==> config.mk <==
export PLATFORM = sky130hd
export DESIGN_NAME = i2c_req_arbiter_flat
export DESIGN_NICKNAME = d
export VERILOG_FILES = /design/src/rtl/i2c_req_arbiter_if.sv /design/src/rtl/i2c_req_arbiter.sv /design/src/flat_wrapper.sv
export SDC_FILE = /design/constraint.sdc
export NUM_CORES = 1
export LEC_CHECK = 0
export CELL_PAD_IN_SITES_DETAIL_PLACEMENT = 0
export CELL_PAD_IN_SITES_GLOBAL_PLACEMENT = 1
export CORE_AREA = 5 5 99 55
export DETAILED_ROUTE_END_ITERATION = 12
export DIE_AREA = 0 0 104 60
export GPL_ROUTABILITY_DRIVEN = 0
export PLACE_DENSITY_LB_ADDON = 0.1
export SYNTH_ARGS = -nofsm -noshare
export SYNTH_HDL_FRONTEND = slang
export SYNTH_SLANG_ARGS = --single-unit
==> constraint.sdc <==
create_clock -name clk -period 5.1 [get_ports clk]
set_input_delay 1.02 -clock clk [delete_from_list [all_inputs] [get_ports clk]]
set_output_delay 1.02 -clock clk [all_outputs]
set_load 0.005 [all_outputs]
==> src/rtl/i2c_req_arbiter_if.sv <==
// Client-side request bus plus the i2c_controller launch handshake.
// The arbiter takes the slave modport; clients and the controller take the master one.
interface i2c_req_arbiter_if #(
   parameter int unsigned NREQ = 4
);
   logic [NREQ-1:0]   req;
   logic [8*NREQ-1:0] wdata;
   logic [NREQ-1:0]   gnt;
   logic [NREQ-1:0]   done;
   logic [NREQ-1:0]   err;
   logic              idle;
   logic              i2c_init;
   logic [7:0]        i2c_data;
   logic              i2c_bussy;

   modport slave (
      input  req, wdata, i2c_bussy,
      output gnt, done, err, idle, i2c_init, i2c_data
   );

   modport master (
      output req, wdata, i2c_bussy,
      input  gnt, done, err, idle, i2c_init, i2c_data
   );
endinterface

==> src/rtl/i2c_req_arbiter.sv <==
// Round-robin arbiter sharing one i2c_controller byte engine among NREQ clients.
// Optional macro I2C_ARB_TIMEOUT_EN adds a per-wait-state abort after TIMEOUT cycles.
module i2c_req_arbiter #(
   parameter int unsigned NREQ    = 4,
   parameter int unsigned TIMEOUT = 1023,
   parameter int unsigned TW      = 10
) (
   input  logic              clk,
   input  logic              rst,
   i2c_req_arbiter_if.slave  bus
);

   localparam int unsigned PW = (NREQ > 1) ? $clog2(NREQ) : 1;

   typedef enum logic [1:0] {
      ST_IDLE   = 2'd0,
      ST_LAUNCH = 2'd1,
      ST_BUSY   = 2'd2
   } state_e;

   state_e          state_q, state_d;
   logic [PW-1:0]   ptr_q, ptr_d;
   logic [NREQ-1:0] gnt_q, gnt_d;
   logic [NREQ-1:0] done_q, done_d;
   logic            init_q, init_d;
   logic            idle_q, idle_d;
   logic [7:0]      data_q, data_d;

   logic [PW-1:0]   sel_c;
   logic            sel_found_c;
   logic [7:0]      wbyte_c;

   if ((TIMEOUT >> TW) != 0) begin : g_tw_check
      $error("TW too narrow to hold TIMEOUT");
   end

`ifdef I2C_ARB_TIMEOUT_EN
   logic [TW-1:0]   cnt_q, cnt_d;
   logic [NREQ-1:0] err_q, err_d;
   logic            tmo_c;

   assign tmo_c = (cnt_q == TW'(TIMEOUT - 1));
`endif

   // First pending request after the last grant, wrapping modulo NREQ.
   always_comb begin
      sel_found_c = 1'b0;
      sel_c       = ptr_q;
      for (int unsigned k = 1; k <= NREQ; k++) begin
         if (!sel_found_c && bus.req[PW'((32'(ptr_q) + k) % NREQ)]) begin
            sel_found_c = 1'b1;
            sel_c       = PW'((32'(ptr_q) + k) % NREQ);
         end
      end
   end

   always_comb begin
      wbyte_c = '0;
      for (int unsigned i = 0; i < NREQ; i++) begin
         if (sel_c == PW'(i)) wbyte_c = bus.wdata[8*i +: 8];
      end
   end

   // Next-state and output decode.
   always_comb begin
      state_d = state_q;
      ptr_d   = ptr_q;
      gnt_d   = gnt_q;
      done_d  = '0;
      init_d  = init_q;
      data_d  = data_q;
`ifdef I2C_ARB_TIMEOUT_EN
      err_d   = '0;
      cnt_d   = cnt_q + TW'(1);
`endif
      case (state_q)
         ST_IDLE: begin
`ifdef I2C_ARB_TIMEOUT_EN
            cnt_d = '0;
`endif
            if (sel_found_c && !bus.i2c_bussy) begin
               gnt_d   = NREQ'(1) << sel_c;
               data_d  = wbyte_c;
               init_d  = 1'b1;
               ptr_d   = sel_c;
               state_d = ST_LAUNCH;
            end
         end
         ST_LAUNCH: begin
            if (bus.i2c_bussy) begin
               init_d  = 1'b0;
               state_d = ST_BUSY;
`ifdef I2C_ARB_TIMEOUT_EN
               cnt_d   = '0;
`endif
            end
`ifdef I2C_ARB_TIMEOUT_EN
            else if (tmo_c) begin
               init_d  = 1'b0;
               gnt_d   = '0;
               err_d   = NREQ'(1) << ptr_q;
               state_d = ST_IDLE;
            end
`endif
         end
         ST_BUSY: begin
            if (!bus.i2c_bussy) begin
               gnt_d   = '0;
               done_d  = NREQ'(1) << ptr_q;
               state_d = ST_IDLE;
            end
`ifdef I2C_ARB_TIMEOUT_EN
            else if (tmo_c) begin
               gnt_d   = '0;
               err_d   = NREQ'(1) << ptr_q;
               state_d = ST_IDLE;
            end
`endif
         end
         default: begin
            state_d = ST_IDLE;
            gnt_d   = '0;
            init_d  = 1'b0;
         end
      endcase
      idle_d = (state_d == ST_IDLE);
   end

   always_ff @(posedge clk or negedge rst) begin
      if (!rst) begin
         state_q <= ST_IDLE;
         ptr_q   <= PW'(NREQ - 1);
         gnt_q   <= '0;
         done_q  <= '0;
         init_q  <= 1'b0;
         idle_q  <= 1'b1;
         data_q  <= '0;
      end else begin
         state_q <= state_d;
         ptr_q   <= ptr_d;
         gnt_q   <= gnt_d;
         done_q  <= done_d;
         init_q  <= init_d;
         idle_q  <= idle_d;
         data_q  <= data_d;
      end
   end

`ifdef I2C_ARB_TIMEOUT_EN
   always_ff @(posedge clk or negedge rst) begin
      if (!rst) begin
         cnt_q <= '0;
         err_q <= '0;
      end else begin
         cnt_q <= cnt_d;
         err_q <= err_d;
      end
   end

   assign bus.err = err_q;
`else
   assign bus.err = '0;
`endif

   assign bus.gnt      = gnt_q;
   assign bus.done     = done_q;
   assign bus.idle     = idle_q;
   assign bus.i2c_init = init_q;
   assign bus.i2c_data = data_q;

endmodule

==> src/flat_wrapper.sv <==
// flat-port wrapper written by rule: the top's interface ports become plain ports
module i2c_req_arbiter_flat 
#(
   parameter int unsigned NREQ    = 4,
   parameter int unsigned TIMEOUT = 1023,
   parameter int unsigned TW      = 10
)
  (clk, rst, bus_req, bus_wdata, bus_i2c_bussy, bus_gnt, bus_done, bus_err, bus_idle, bus_i2c_init, bus_i2c_data);
  i2c_req_arbiter_if #(.NREQ(NREQ)) bus_i ();
  input  logic clk;
  input  logic rst;
  input wire logic [$bits(bus_i.req)-1:0] bus_req;
  input wire logic [$bits(bus_i.wdata)-1:0] bus_wdata;
  input wire logic [$bits(bus_i.i2c_bussy)-1:0] bus_i2c_bussy;
  output wire logic [$bits(bus_i.gnt)-1:0] bus_gnt;
  output wire logic [$bits(bus_i.done)-1:0] bus_done;
  output wire logic [$bits(bus_i.err)-1:0] bus_err;
  output wire logic [$bits(bus_i.idle)-1:0] bus_idle;
  output wire logic [$bits(bus_i.i2c_init)-1:0] bus_i2c_init;
  output wire logic [$bits(bus_i.i2c_data)-1:0] bus_i2c_data;
  assign bus_i.req = bus_req;
  assign bus_i.wdata = bus_wdata;
  assign bus_i.i2c_bussy = bus_i2c_bussy;
  assign bus_gnt = bus_i.gnt;
  assign bus_done = bus_i.done;
  assign bus_err = bus_i.err;
  assign bus_idle = bus_i.idle;
  assign bus_i2c_init = bus_i.i2c_init;
  assign bus_i2c_data = bus_i.i2c_data;
  i2c_req_arbiter #(.NREQ(NREQ), .TIMEOUT(TIMEOUT), .TW(TW)) u_core (.clk(clk), .rst(rst), .bus(bus_i));
endmodule
# ---- Word-level counts from Yosys, hierarchy flattened
# Cells that the tools add are included.
dict set report op_classes {
  n_bitwise 2
  order_cmp 4
  reduce_logical 14
  addsub 4
  n_shift 2
  n_mux 32
  n_eq_ne 8
}
# cell count
set op_table {}
lappend op_table {{2-to-1 mux 8 bit} 4}
lappend op_table {{2-to-1 mux 4 bit} 4}
lappend op_table {{2-to-1 mux 2 bit} 7}
lappend op_table {{< comparator 2 x 3 -> 1 bit, second input constant} 4}
lappend op_table {{case mux 4 bit (3 select lines)} 1}
lappend op_table {{2-to-1 mux 1 bit} 10}
lappend op_table {{binary-select mux 1 bit (select 2 bit)} 4}
lappend op_table {{<< shifter 1 x 2 -> 4 bit, first input constant} 2}
lappend op_table {{== test 2 bit, second input constant} 3}
lappend op_table {{logical NOT 2 bit} 3}
lappend op_table {{case mux 2 bit (3 select lines)} 1}
lappend op_table {{AND reduction 3 bit} 2}
lappend op_table {{adder 2 x 1 -> 2 bit, second input constant} 2}
lappend op_table {{adder 2 bit, second input constant} 2}
lappend op_table {{== test 2 x 1 -> 1 bit, second input constant} 2}
lappend op_table {{logical AND 1 bit} 4}
lappend op_table {{logical NOT 1 bit} 4}
lappend op_table {{!= test 2 bit, second input constant} 2}
lappend op_table {{case mux 1 bit (3 select lines)} 1}
lappend op_table {{!= test 2 x 1 -> 1 bit, second input constant} 1}
lappend op_table {{inverter 1 bit} 2}
lappend op_table {{AND reduction 2 bit} 1}
dict set report word_totals {
  in_bits 39
  wordCells 73
  regBits 22
  out_inout_bits 22
}

# ---- Depth between registers and ports, before layout
# Gate-level depths: netlist of the first run.
dict set report logic_depth {
  ltp_word 18
  ltp_mapped 10
  ltp_nobuf 8
}

# ---- Worst setup path before layout of the first run
# OpenSTA, ideal clock, no wires.
dict set report synth_timing {
  kind {flip-flop to flip-flop}
  start {register u_core.ptr_q[0]}
  end {register u_core.data_q[0], in the netlist u_core.bus.i2c_data[0]}
  stages_incl_launch_ff 10
  arrival_ns 2.571
  required_ns 4.958
  path_buffers 2
  setup_slack_ns 2.387
  period_less_slack_ns 2.713
  setup_time_ns 0.142
  cell_sequence {dfstp_2 buf_4 inv_1 ha_1 mux4_2 a21oi_4 xnor2_4 buf_8 mux2i_1 o221ai_1}
}
dict set report synth_between {
  elab_chain_cells 18
  word_cells_on_any_way 36
  classes_between {4 x add/sub; 3 x eq/ne; 20 x mux; 9 x reduce/logical}
}
# element line
set synth_rtl {}
lappend synth_rtl {{start, declared} i2c_req_arbiter.sv:22} ;# logic [PW-1:0] ptr_q, ptr_d;
lappend synth_rtl {{start signal, assigned} i2c_req_arbiter.sv:132} ;# ptr_q <= PW'(NREQ - 1);
lappend synth_rtl {{start signal, assigned} i2c_req_arbiter.sv:140} ;# ptr_q <= ptr_d;
lappend synth_rtl {{adder 2 x 1 -> 2 bit} {i2c_req_arbiter.sv:50, i2c_req_arbiter.sv:52}}
lappend synth_rtl {{binary-select mux 1 bit (select 2 bit)} i2c_req_arbiter.sv:50} ;# if (!sel_found_c && bus.req[PW'((32'(ptr_q) + k) % NREQ)]) begin
lappend synth_rtl {{2-to-1 mux 1 bit (implied by the code)} i2c_req_arbiter.sv:50}
lappend synth_rtl {{2-to-1 mux 1 bit} i2c_req_arbiter.sv:50}
lappend synth_rtl {{logical NOT 1 bit} i2c_req_arbiter.sv:50}
lappend synth_rtl {{logical AND 1 bit} i2c_req_arbiter.sv:50}
lappend synth_rtl {{2-to-1 mux 1 bit} i2c_req_arbiter.sv:50}
lappend synth_rtl {{logical NOT 1 bit} i2c_req_arbiter.sv:50}
lappend synth_rtl {{logical AND 1 bit} i2c_req_arbiter.sv:50}
lappend synth_rtl {{2-to-1 mux 1 bit} i2c_req_arbiter.sv:50}
lappend synth_rtl {{logical NOT 1 bit} i2c_req_arbiter.sv:50}
lappend synth_rtl {{logical AND 1 bit} i2c_req_arbiter.sv:50}
lappend synth_rtl {{2-to-1 mux 2 bit} i2c_req_arbiter.sv:50}
lappend synth_rtl {{logical NOT 2 bit} i2c_req_arbiter.sv:60} ;# if (sel_c == PW'(i)) wbyte_c = bus.wdata[8*i +: 8];
lappend synth_rtl {{2-to-1 mux 8 bit (4 in a row)} i2c_req_arbiter.sv:60}
lappend synth_rtl {{end signal, assigned} i2c_req_arbiter.sv:145} ;# data_q <= data_d;
lappend synth_rtl {{end, declared} i2c_req_arbiter.sv:27} ;# logic [7:0] data_q, data_d;
# Several ways; a longest one is shown, not always the timed one. The select of a mux whose other input is x is not followed.
# A chain may end at the register's enable or synchronous reset.

# ---- Worst setup path after layout of the first run
dict set report layout_timing {
  start {register u_core.ptr_q[0]}
  end {register u_core.data_q[3], in the netlist u_core.bus.i2c_data[3]}
}
# The elaborated chain is that of the path after synthesis.

==> results_dict.tcl, run 1 <==
set metrics [dict create \
    dp_slack_ns 1.26 \
    slew_headroom_pct 33.9 \
    post_cts_resized 0 \
    start_util_pct 30.4 \
    fmax_mhz 282 \
    postCtsSetupBuffers 0 \
    vdd_drop_max_v 0.000275 \
    drtIter0Drc 64 \
    drc 0 \
    r2r_cells 8 \
    rsz0062_at_grt "false" \
    die_h_um 60 \
    min_path_cells 2 \
    grt_first_pass_wirelength_mm 5.78 \
    cp.arrival_ns 3.66 \
    crit_type "reg2reg" \
    ant_nets 0 \
    grt_pass1_vias 1195 \
    diodes 0 \
    synth_top_area_share_pct 34.0 \
    cts_root_buf "clkbuf_8" \
    yosysTopAreaCell "dfrtp_1" \
    path_buf_inv 1 \
    finalSetupTns_ns 0 \
    grt_max_degree 23 \
    area_growth_pct 46.3 \
    synthesis.area_per_instance_um2 10.6 \
    cp.required_ns 5.22 \
    drive_gt1_share_pct 9.09 \
    worstPathCellList "inv_1 > ha_1 > mux4_2 > nor4_2 > nor3_2 > nand2_1 > or2_1 > o221ai_1" \
    vias_per_cell 4.74 \
    fin_cells 247 \
    io_buffers 56 \
    io_pins 61 \
    dieArea_um2 6240 \
    min_path_type "reg2reg" \
    clk_pin_slew_ns 0.08 \
    r2r_slack_ns 1.56 \
    post_drt_wl_per_cell_um 14.6 \
    dp.cells 243 \
    synthTopCellsByArea "dfrtp_1 34%, mux2i_1 13%, mux4_2 6.4%, dfstp_2 5.6%, o221ai_1 5.0%" \
    min_to "u_core.bus.gnt[0]" \
    design.core.area_um2 4590 \
    clkLatencyLatePin_ns 0.26 \
    clockBufferDepth 2 \
    finalCritPeriodShare_pct 69.4 \
    crit_fanout 15 \
    slowest_stage "dfstp_2" \
    fp-row-count 18 \
    power_density_nw_per_um2 589 \
    rr_startpoint "u_core.ptr_q[0]" \
    r2r_end "u_core.bus.i2c_data[3]" \
    worstSetupEndpointType "register" \
    htreeDepth 1 \
    antenna_found_initial 0 \
    status "finished clean" \
    yosysWarnings 0 \
    num-fill-cells 445 \
    p_leak_uw 0.000874 \
    cpLargestDelayFamily "simple AND/OR/NAND/NOR gates" \
    cp-start-kind "register" \
    slowest_delay_ns 0.79 \
    dieWidth_um 104 \
    cap_violations 0 \
    skew_ns 0.00110 \
    yosysSeqAreaShare_pct 39.7 \
    netlist-cell-type-count 35 \
    clock-sinks 22 \
    nets 231 \
    syn_area_um2 1400 \
    worst_pin_slew_ns 0.988 \
    hpwl_mm 2.88 \
    drv_slew 0 \
    netlist_instances 132 \
    totalWireLength_mm 3.60 \
    firstDrtPassIters 4 \
    period_needed_ns 3.54 \
    setup_viol 0 \
    final_util_pct 44.5 \
    routed-via-count 1171 \
    cts_tree "done" \
    hold_buffers 0 \
    synth-seq-cells 22 \
    setup_ws_ns 1.56 \
    hold_violations 0 \
    grt_usage_pct 11.6 \
    cts_made_buffers 3 \
    grt_overflow 0 \
    hp-start "u_core.bus.gnt[0]" \
]
-- worst register-to-register path, delay by kind of cell (launching register included) --
kind / cells / cell delay (ns)
AO/OA/AOI/OAI: 1 / 0.20
buffers and inverters: 1 / 0.21
AND/OR/NAND/NOR: 4 / 1.33
flip-flops: 1 / 0.79
adder cells (fa/ha/maj): 1 / 0.47
multiplexers: 1 / 0.40
-- how the worst max path moves through the flow --
stage,from,to,slack [ns],cells past startpoint
2_1_floorplan,u_core.ptr_q[0],u_core.bus.i2c_data[0],2.39,9
3_3_place_gp,bus_req[2],u_core.bus.i2c_data[2],1.43,7
3_5_place_dp,bus_req[2],u_core.bus.i2c_data[4],1.26,7
4_1_cts,bus_req[2],u_core.bus.i2c_data[3],1.55,7
5_1_grt,u_core.ptr_q[0],u_core.bus.i2c_data[3],1.32,8
6_report,u_core.ptr_q[0],u_core.bus.i2c_data[3],1.56,8
-- metrics by stage --
stage / hold WS [ns] / total power [uW] / instance area [um2]
after floorplan: 0.478 / 856 / 1410
after global routing: 0.541 / 1300 / 2040
after global placement: 0.481 / 1050 / 1970
after CTS: 0.500 / 1220 / 2040
after detailed placement: 0.477 / 1050 / 1970
final: 0.495 / 1200 / 2040
-- flip-flops by register name (all words and copies together), names as in the netlist --
register	flops
u_core.bus.done	4
u_core.ptr_q	2
u_core.bus.idle	1
u_core.bus.i2c_data	8
u_core.bus.i2c_init	1
u_core.state_q	2
u_core.bus.gnt	4
-- layout make-up --
cell class / instances / area, um2 / area share, %
well taps: 60 / 75.1 / 3.67
repair buffers: 56 / 561 / 27.4
multi-input cells: 97 / 752 / 36.8
flip-flops and latches: 22 / 554 / 27.1
clock buffers: 3 / 41.3 / 2.02
clock inverters: 1 / 30.0 / 1.47
inverters: 8 / 31.3 / 1.53
-- cells by family (layout without fill, tap and decap cells) --
logic type	Yosys count	count (layout)	synth area share (%)
multiplexers	22	22	19.3
other	1	4	0.268
AO/OA/AOI/OAI	28	28	14.3
AND/OR/NAND/NOR	36	36	12.3
adder cells (fa/ha/maj)	4	4	3.58
XOR/XNOR	3	3	3.22
flip-flops	22	22	39.7
buffers and inverters	16	68	7.34
-- synthesized netlist by cell type --
master    count
a32oi_1       1
ha_1          4
mux2i_1      18
o21ai_1       5
and2_1        4
o221ai_1      8
nor3_1        1
a31oi_1       1
nor4_2        1
xnor2_4       1
buf_8         1
inv_2         1
nand3_1       2
dfrtp_1      19
nor2_1        8
xnor2_1       2
clkinv_2      1
o22ai_1       1
nor3_2        1
mux4_2        4
nand2_1      16
nand2b_1      1
a21oi_1       1
a21boi_0      1
and3_1        1
o311a_1       1
buf_4         6
o21ai_0       6
a21oi_4       1
dfstp_2       3
or2_1         1
conb_1        1
inv_1         6
buf_6         1
o31ai_1       2
-- placed cells by master (no fill, tap or decap), types with 2 or more instances in the layout --
master	n
nand2_1	16
xnor2_1	2
ha_1	4
nand3_1	2
dfrtp_1	19
clkdlybuf4s50_1	56
nor2_1	8
clkbuf_8	3
o21ai_1	5
and2_1	4
mux2i_1	18
o21ai_0	6
inv_1	6
o221ai_1	8
mux4_2	4
o31ai_1	2
dfstp_2	3
conb_1	4
-- power by group --
group	total [uW]	internal (uW)	switching (uW)
Combinational	722	372	351
Sequential	321	247	73.6
Clock	161	105	56.3
Total	1200	723	481
-- routing by layer --
| layer | wire (um) | vias to the layer above | track usage [%] |
|---|---|---|---|
| li1 | - | 576 | - |
| met5 | 0 | - | 0 |
| met3 | 211 | 2 | 3.99 |
| met1 | 1720 | 555 | 15.9 |
| met2 | 1650 | 38 | 18.4 |
| met4 | 19 | 0 | 1.66 |
(Power assumes the default switching activity.)
==> run 2, diff against run 1 <==
--- a/config.mk
+++ b/config.mk
@@ -7,9 +7,9 @@
 export LEC_CHECK = 0
 export CELL_PAD_IN_SITES_DETAIL_PLACEMENT = 0
 export CELL_PAD_IN_SITES_GLOBAL_PLACEMENT = 1
-export CORE_AREA = 5 5 99 55
+export CORE_AREA = 5 5 101 56
 export DETAILED_ROUTE_END_ITERATION = 12
-export DIE_AREA = 0 0 104 60
+export DIE_AREA = 0 0 106 61
 export GPL_ROUTABILITY_DRIVEN = 0
 export PLACE_DENSITY_LB_ADDON = 0.1
 export SYNTH_ARGS = -nofsm -noshare
==> constraint.sdc (replaced) <==
create_clock -name clk -period 3.3 [get_ports clk]
set_input_delay 0.66 -clock clk [delete_from_list [all_inputs] [get_ports clk]]
set_output_delay 0.66 -clock clk [all_outputs]
set_load 0.005 [all_outputs]
==> run 2 against run 1 <==
Final cell count increased by 1.2%. Combinational power rose by 62%. Highest routed layer unchanged. Sequential power grew 42%. Critical endpoint is now u_core.bus.i2c_data[1]. Via count is 3.7% higher. Sequential cell count did not move.
==> results_dict.tcl, run 2 (synthesized netlist as in run 1, its figures left out) <==
set metrics [dict create \
    clock-sinks 22 \
    dp_slack_ns 0.106 \
    rsz0062_at_grt "false" \
    start_util_pct 29.8 \
    hp-start "u_core.bus.i2c_data[0]" \
    cts_made_buffers 3 \
    routed-via-count 1214 \
    power_density_nw_per_um2 889 \
    hold_buffers 0 \
    worst_pin_slew_ns 0.958 \
    post_cts_resized 0 \
    drv_slew 0 \
    min_path_type "reg2reg" \
    p_total_uw 1820 \
    ant_nets 0 \
    p_leak_uw 0.000882 \
    design.core.area_um2 4680 \
    setup_ws_ns 0.419 \
    vias_per_cell 4.86 \
    fmax_mhz 347 \
    layout_common_cells "56 x clkdlybuf4s50_1, 19 x dfrtp_1, 18 x mux2i_1, 16 x nand2_1" \
    crit_fanout 19 \
    r2r_cells 8 \
    diodes 0 \
    mostFrequentLayoutCell "clkdlybuf4s50_1" \
    rr_startpoint "u_core.ptr_q[1]" \
    finalInstanceArea_um2 2050 \
    fp-row-count 18 \
    skew_ns 0.00300 \
    worstSetupEndpointType "register" \
    grt_max_degree 23 \
    totalWireLength_mm 3.77 \
    io_buffers 56 \
    nets 234 \
    period_needed_ns 2.88 \
    firstDrtPassIters 4 \
    cp.required_ns 3.42 \
    dpl_cell_area_um2 2000 \
    io_pins 61 \
    finalSetupTns_ns 0 \
    cp.arrival_ns 3.00 \
    r2r_slack_ns 0.42 \
    cts_tree "done" \
    clk_pin_slew_ns 0.08 \
    cap_violations 0 \
    dieWidth_um 106 \
    clkLatencyLatePin_ns 0.26 \
    dieArea_um2 6470 \
    r2r_end "u_core.bus.i2c_data[1]" \
    area_growth_pct 46.7 \
    cts_root_buf "clkbuf_8" \
    htreeDepth 1 \
    crit_type "in2reg" \
    hold_violations 0 \
    vdd_drop_max_v 0.000334 \
    drc 0 \
    die_h_um 61 \
    fin_cells 250 \
    grt_overflow 0 \
    grt_first_pass_wirelength_mm 6.02 \
    post_drt_wl_per_cell_um 15.1 \
    min_path_cells 2 \
    grt_usage_pct 12.1 \
    hpwl_mm 3.02 \
    setup_viol 0 \
    drtIter0Drc 33 \
    cp-start-kind "input port" \
    drive_gt1_share_pct 10.5 \
    min_to "u_core.bus.i2c_data[0]" \
    antenna_found_initial 0 \
    clockBufferDepth 2 \
    postCtsSetupBuffers 0 \
    slew_headroom_pct 35.9 \
    largest_reg_flops 8 \
    grt_pass1_vias 1200 \
    finalCritPeriodShare_pct 87.3 \
    status "finished clean" \
    dp.cells 246 \
]
run 2: worst max-delay path, cell delays in order:
cell and delay, ns:
clkdlybuf4s50_1 0.55, mux4_2 0.56, clkinv_2 0.09, a21oi_4 0.07, xnor2_4 0.63, mux2i_1 0.28
o221ai_1 0.14
run 2: power by group:
group	total [uW]	internal [uW]	leakage, uW	switching (uW)
combinational	1170	592	0.000576	583
clock	193	106	0.0000288	86.6
sequential	455	380	0.000277	75.0
run 2: cell type report:
type	count	area, um2
multi-input cells	97	752
flip-flops and latches	22	554
clock buffers	4	55.1
well taps	60	75.1
fillers	446	2630
inverters	8	31.3
repair buffers	59	583
run 2: per-layer routing:
layer	up-vias	track usage (%)	routed length, um
li1	586	-	-
met1	571	16.3	1800
met2	52	19.6	1700
met3	5	4.14	257
met4	0	2.21	18
met5	-	0	0
run 2: worst max-delay path by stage:
stage	cells past startpoint	slack (ns)	end	from
after floorplan	9	0.59	u_core.bus.i2c_data[0]	u_core.ptr_q[0]
after global placement	7	0.20	u_core.bus.i2c_data[6]	bus_req[2]
after detailed placement	7	0.11	u_core.bus.i2c_data[6]	bus_req[2]
after CTS	8	0.38	u_core.bus.i2c_data[0]	u_core.ptr_q[1]
after global routing	8	0.14	u_core.bus.i2c_data[6]	u_core.ptr_q[1]
final	7	0.42	u_core.bus.i2c_data[1]	bus_req[2]
run 2: metrics by stage:
stage,hold WS (ns),utilization (%)
after floorplan,0.364,-
after global placement,0.475,42.6
after detailed placement,0.476,42.6
after CTS,0.493,43.8
after global routing,0.509,43.8
final,0.493,43.8
==> run 3, diff against run 2 <==
--- a/config.mk
+++ b/config.mk
@@ -7,11 +7,12 @@
 export LEC_CHECK = 0
 export CELL_PAD_IN_SITES_DETAIL_PLACEMENT = 0
 export CELL_PAD_IN_SITES_GLOBAL_PLACEMENT = 1
-export CORE_AREA = 5 5 101 56
+export CORE_AREA = 2 2 98 53
 export DETAILED_ROUTE_END_ITERATION = 12
-export DIE_AREA = 0 0 106 61
+export DIE_AREA = 0 0 100 55
 export GPL_ROUTABILITY_DRIVEN = 0
 export PLACE_DENSITY_LB_ADDON = 0.1
+export RECOVER_POWER = 25
 export SYNTH_ARGS = -nofsm -noshare
 export SYNTH_HDL_FRONTEND = slang
 export SYNTH_SLANG_ARGS = --single-unit
==> run 3 against run 2 <==
Sequential cell count did not move. Hold slack got worse by 0.0015 ns. Global-route usage grew 1.7 points. Combinational power about the same. Non-clock buffer count fell by 1. Power down 0.45%. Sequential share of layout area up 0.099 points. Critical path depth up 1. Clock skew barely moved. Worst setup slack lost 0.15 ns. Utilization fell by 0.16 points. Critical path type is now reg2reg. Largest cell class unchanged. Largest power group unchanged. Highest routed layer is now met3.
==> results_dict.tcl, run 3 (synthesized netlist as in run 1, its figures left out) <==
set metrics [dict create \
    cts_tree "done" \
    largest_reg_flops 8 \
    area_growth_pct 46.2 \
    r2r_slack_ns 0.26 \
    layout_common_cells "50 x clkdlybuf4s50_1, 19 x dfrtp_1, 18 x mux2i_1, 16 x nand2_1" \
    routed-via-count 1196 \
    antenna_found_initial 0 \
    finalSetupTns_ns 0 \
    dieArea_um2 5500 \
    hold_buffers 0 \
    drv_slew 0 \
    cp-start-kind "register" \
    diodes 0 \
    totalWireLength_mm 3.53 \
    hp-start "u_core.bus.i2c_data[5]" \
    fp-row-count 18 \
    grt_usage_pct 13.8 \
    fmax_mhz 329 \
    slew_headroom_pct 34.0 \
    p_leak_uw 0.000888 \
    mostFrequentLayoutCell "clkdlybuf4s50_1" \
    firstDrtPassIters 4 \
    cap_violations 0 \
    skew_ns 0.00323 \
    worst_pin_slew_ns 0.987 \
    period_needed_ns 3.04 \
    fin_cells 249 \
    vias_per_cell 4.80 \
    worstPathCellList "inv_1 > ha_1 > mux4_2 > nor4_2 > nor3_2 > nand2_1 > or2_1 > o221ai_1" \
    hpwl_mm 2.70 \
    nets 233 \
    setup_ws_ns 0.265 \
    finalCritPeriodShare_pct 92.0 \
    worstSetupEndpointType "register" \
    dpl_cell_area_um2 1990 \
    rsz0062_at_grt "false" \
    clockBufferDepth 2 \
    vdd_drop_max_v 0.000437 \
    power_density_nw_per_um2 888 \
    io_pins 61 \
    drc 0 \
    postCtsSetupBuffers 0 \
    cp.required_ns 3.42 \
    cts_made_buffers 3 \
    grt_max_degree 23 \
    grt_pass1_vias 1215 \
    rr_startpoint "u_core.ptr_q[0]" \
    drive_gt1_share_pct 10.1 \
    finalInstanceArea_um2 2040 \
    post_drt_wl_per_cell_um 14.2 \
    grt_first_pass_wirelength_mm 5.84 \
    crit_type "reg2reg" \
    dp.cells 245 \
    drtIter0Drc 34 \
    crit_fanout 11 \
    clkLatencyLatePin_ns 0.26 \
    setup_viol 0 \
    design.core.area_um2 4680 \
    min_path_cells 2 \
    num-fill-cells 464 \
    status "finished clean" \
    io_buffers 56 \
    r2r_end "u_core.bus.i2c_data[2]" \
    min_path_type "reg2reg" \
    grt_overflow 0 \
    clk_pin_slew_ns 0.08 \
    dieWidth_um 100 \
    slowest_delay_ns 0.63 \
    ant_nets 0 \
    cp.arrival_ns 3.16 \
    post_cts_resized 0 \
    slowest_stage "dfstp_2" \
    dp_slack_ns 0.0552 \
    hold_violations 0 \
    start_util_pct 29.8 \
    clock-sinks 22 \
    htreeDepth 1 \
    r2r_cells 8 \
    die_h_um 55 \
    cts_root_buf "clkbuf_8" \
    min_to "u_core.bus.i2c_data[5]" \
]
-- run 3: changes by cell type in the layout (fill, tap and decap cells not counted) --
cell,previous run,this run
and2_0,0,3
and2_1,4,1
buf_4,3,2
clkdlybuf4s50_1,56,50
dlygate4sd3_1,0,6
-- run 3: area by class of cell --
type                       count  area (um2)  area share [%]
clock buffer                   4        55.1            2.69
inverter                       8        31.3            1.53
multi-input combinational     97         752            36.8
sequential                    22         554            27.1
tap                           60        75.1            3.67
timing repair buffer          58         576            28.2
-- run 3: stage by stage --
stage,utilization [%],hold slack (ns),power (uW)
CTS,43.6,0.497,1840
finish,43.6,0.491,1810
detailed placement,42.4,0.476,1630
global route,43.6,0.519,1980
floorplan,-,0.364,1320
global placement,42.4,0.475,1620
-- run 3: critical path: cells and delay by family (launching register included) --
| family | cells | cell delay (ns) |
|---|---|---|
| AND/OR/NAND/NOR | 4 | 1.07 |
| flip-flops | 1 | 0.63 |
| adder cells (fa/ha/maj) | 1 | 0.45 |
| multiplexers | 1 | 0.41 |
| AO/OA/AOI/OAI | 1 | 0.20 |
| buffers and inverters | 1 | 0.13 |
-- run 3: worst max-delay path by stage --
stage | from | to | cells after the start
2_1_floorplan | u_core.ptr_q[0] | u_core.bus.i2c_data[0] | 9
3_3_place_gp | bus_req[2] | u_core.bus.i2c_data[2] | 7
3_5_place_dp | bus_req[2] | u_core.bus.i2c_data[3] | 7
4_1_cts | u_core.ptr_q[0] | u_core.bus.i2c_data[2] | 8
5_1_grt | u_core.ptr_q[0] | u_core.bus.i2c_data[2] | 8
6_report | u_core.ptr_q[0] | u_core.bus.i2c_data[2] | 8
-- run 3: where the power goes --
part | leakage (uW) | total (uW) | internal [uW] | switching (uW)
Combinational | 0.000582 | 1150 | 585 | 566
Sequential | 0.000277 | 468 | 381 | 87.4
Clock | 0.0000288 | 196 | 106 | 89.2
Total | 0.000888 | 1810 | 1070 | 742
-- run 3: routing by layer --
| metal | track usage (%) | part of all wire (%) | vias up |
|---|---|---|---|
| met2 | 23.4 | 43 | 43 |
| met1 | 18.1 | 50 | 571 |
| met4 | 1.37 | 0 | 0 |
| met5 | 0 | 0 | - |
| li1 | - | - | 582 |
| met3 | 4.77 | 7.2 | 0 |
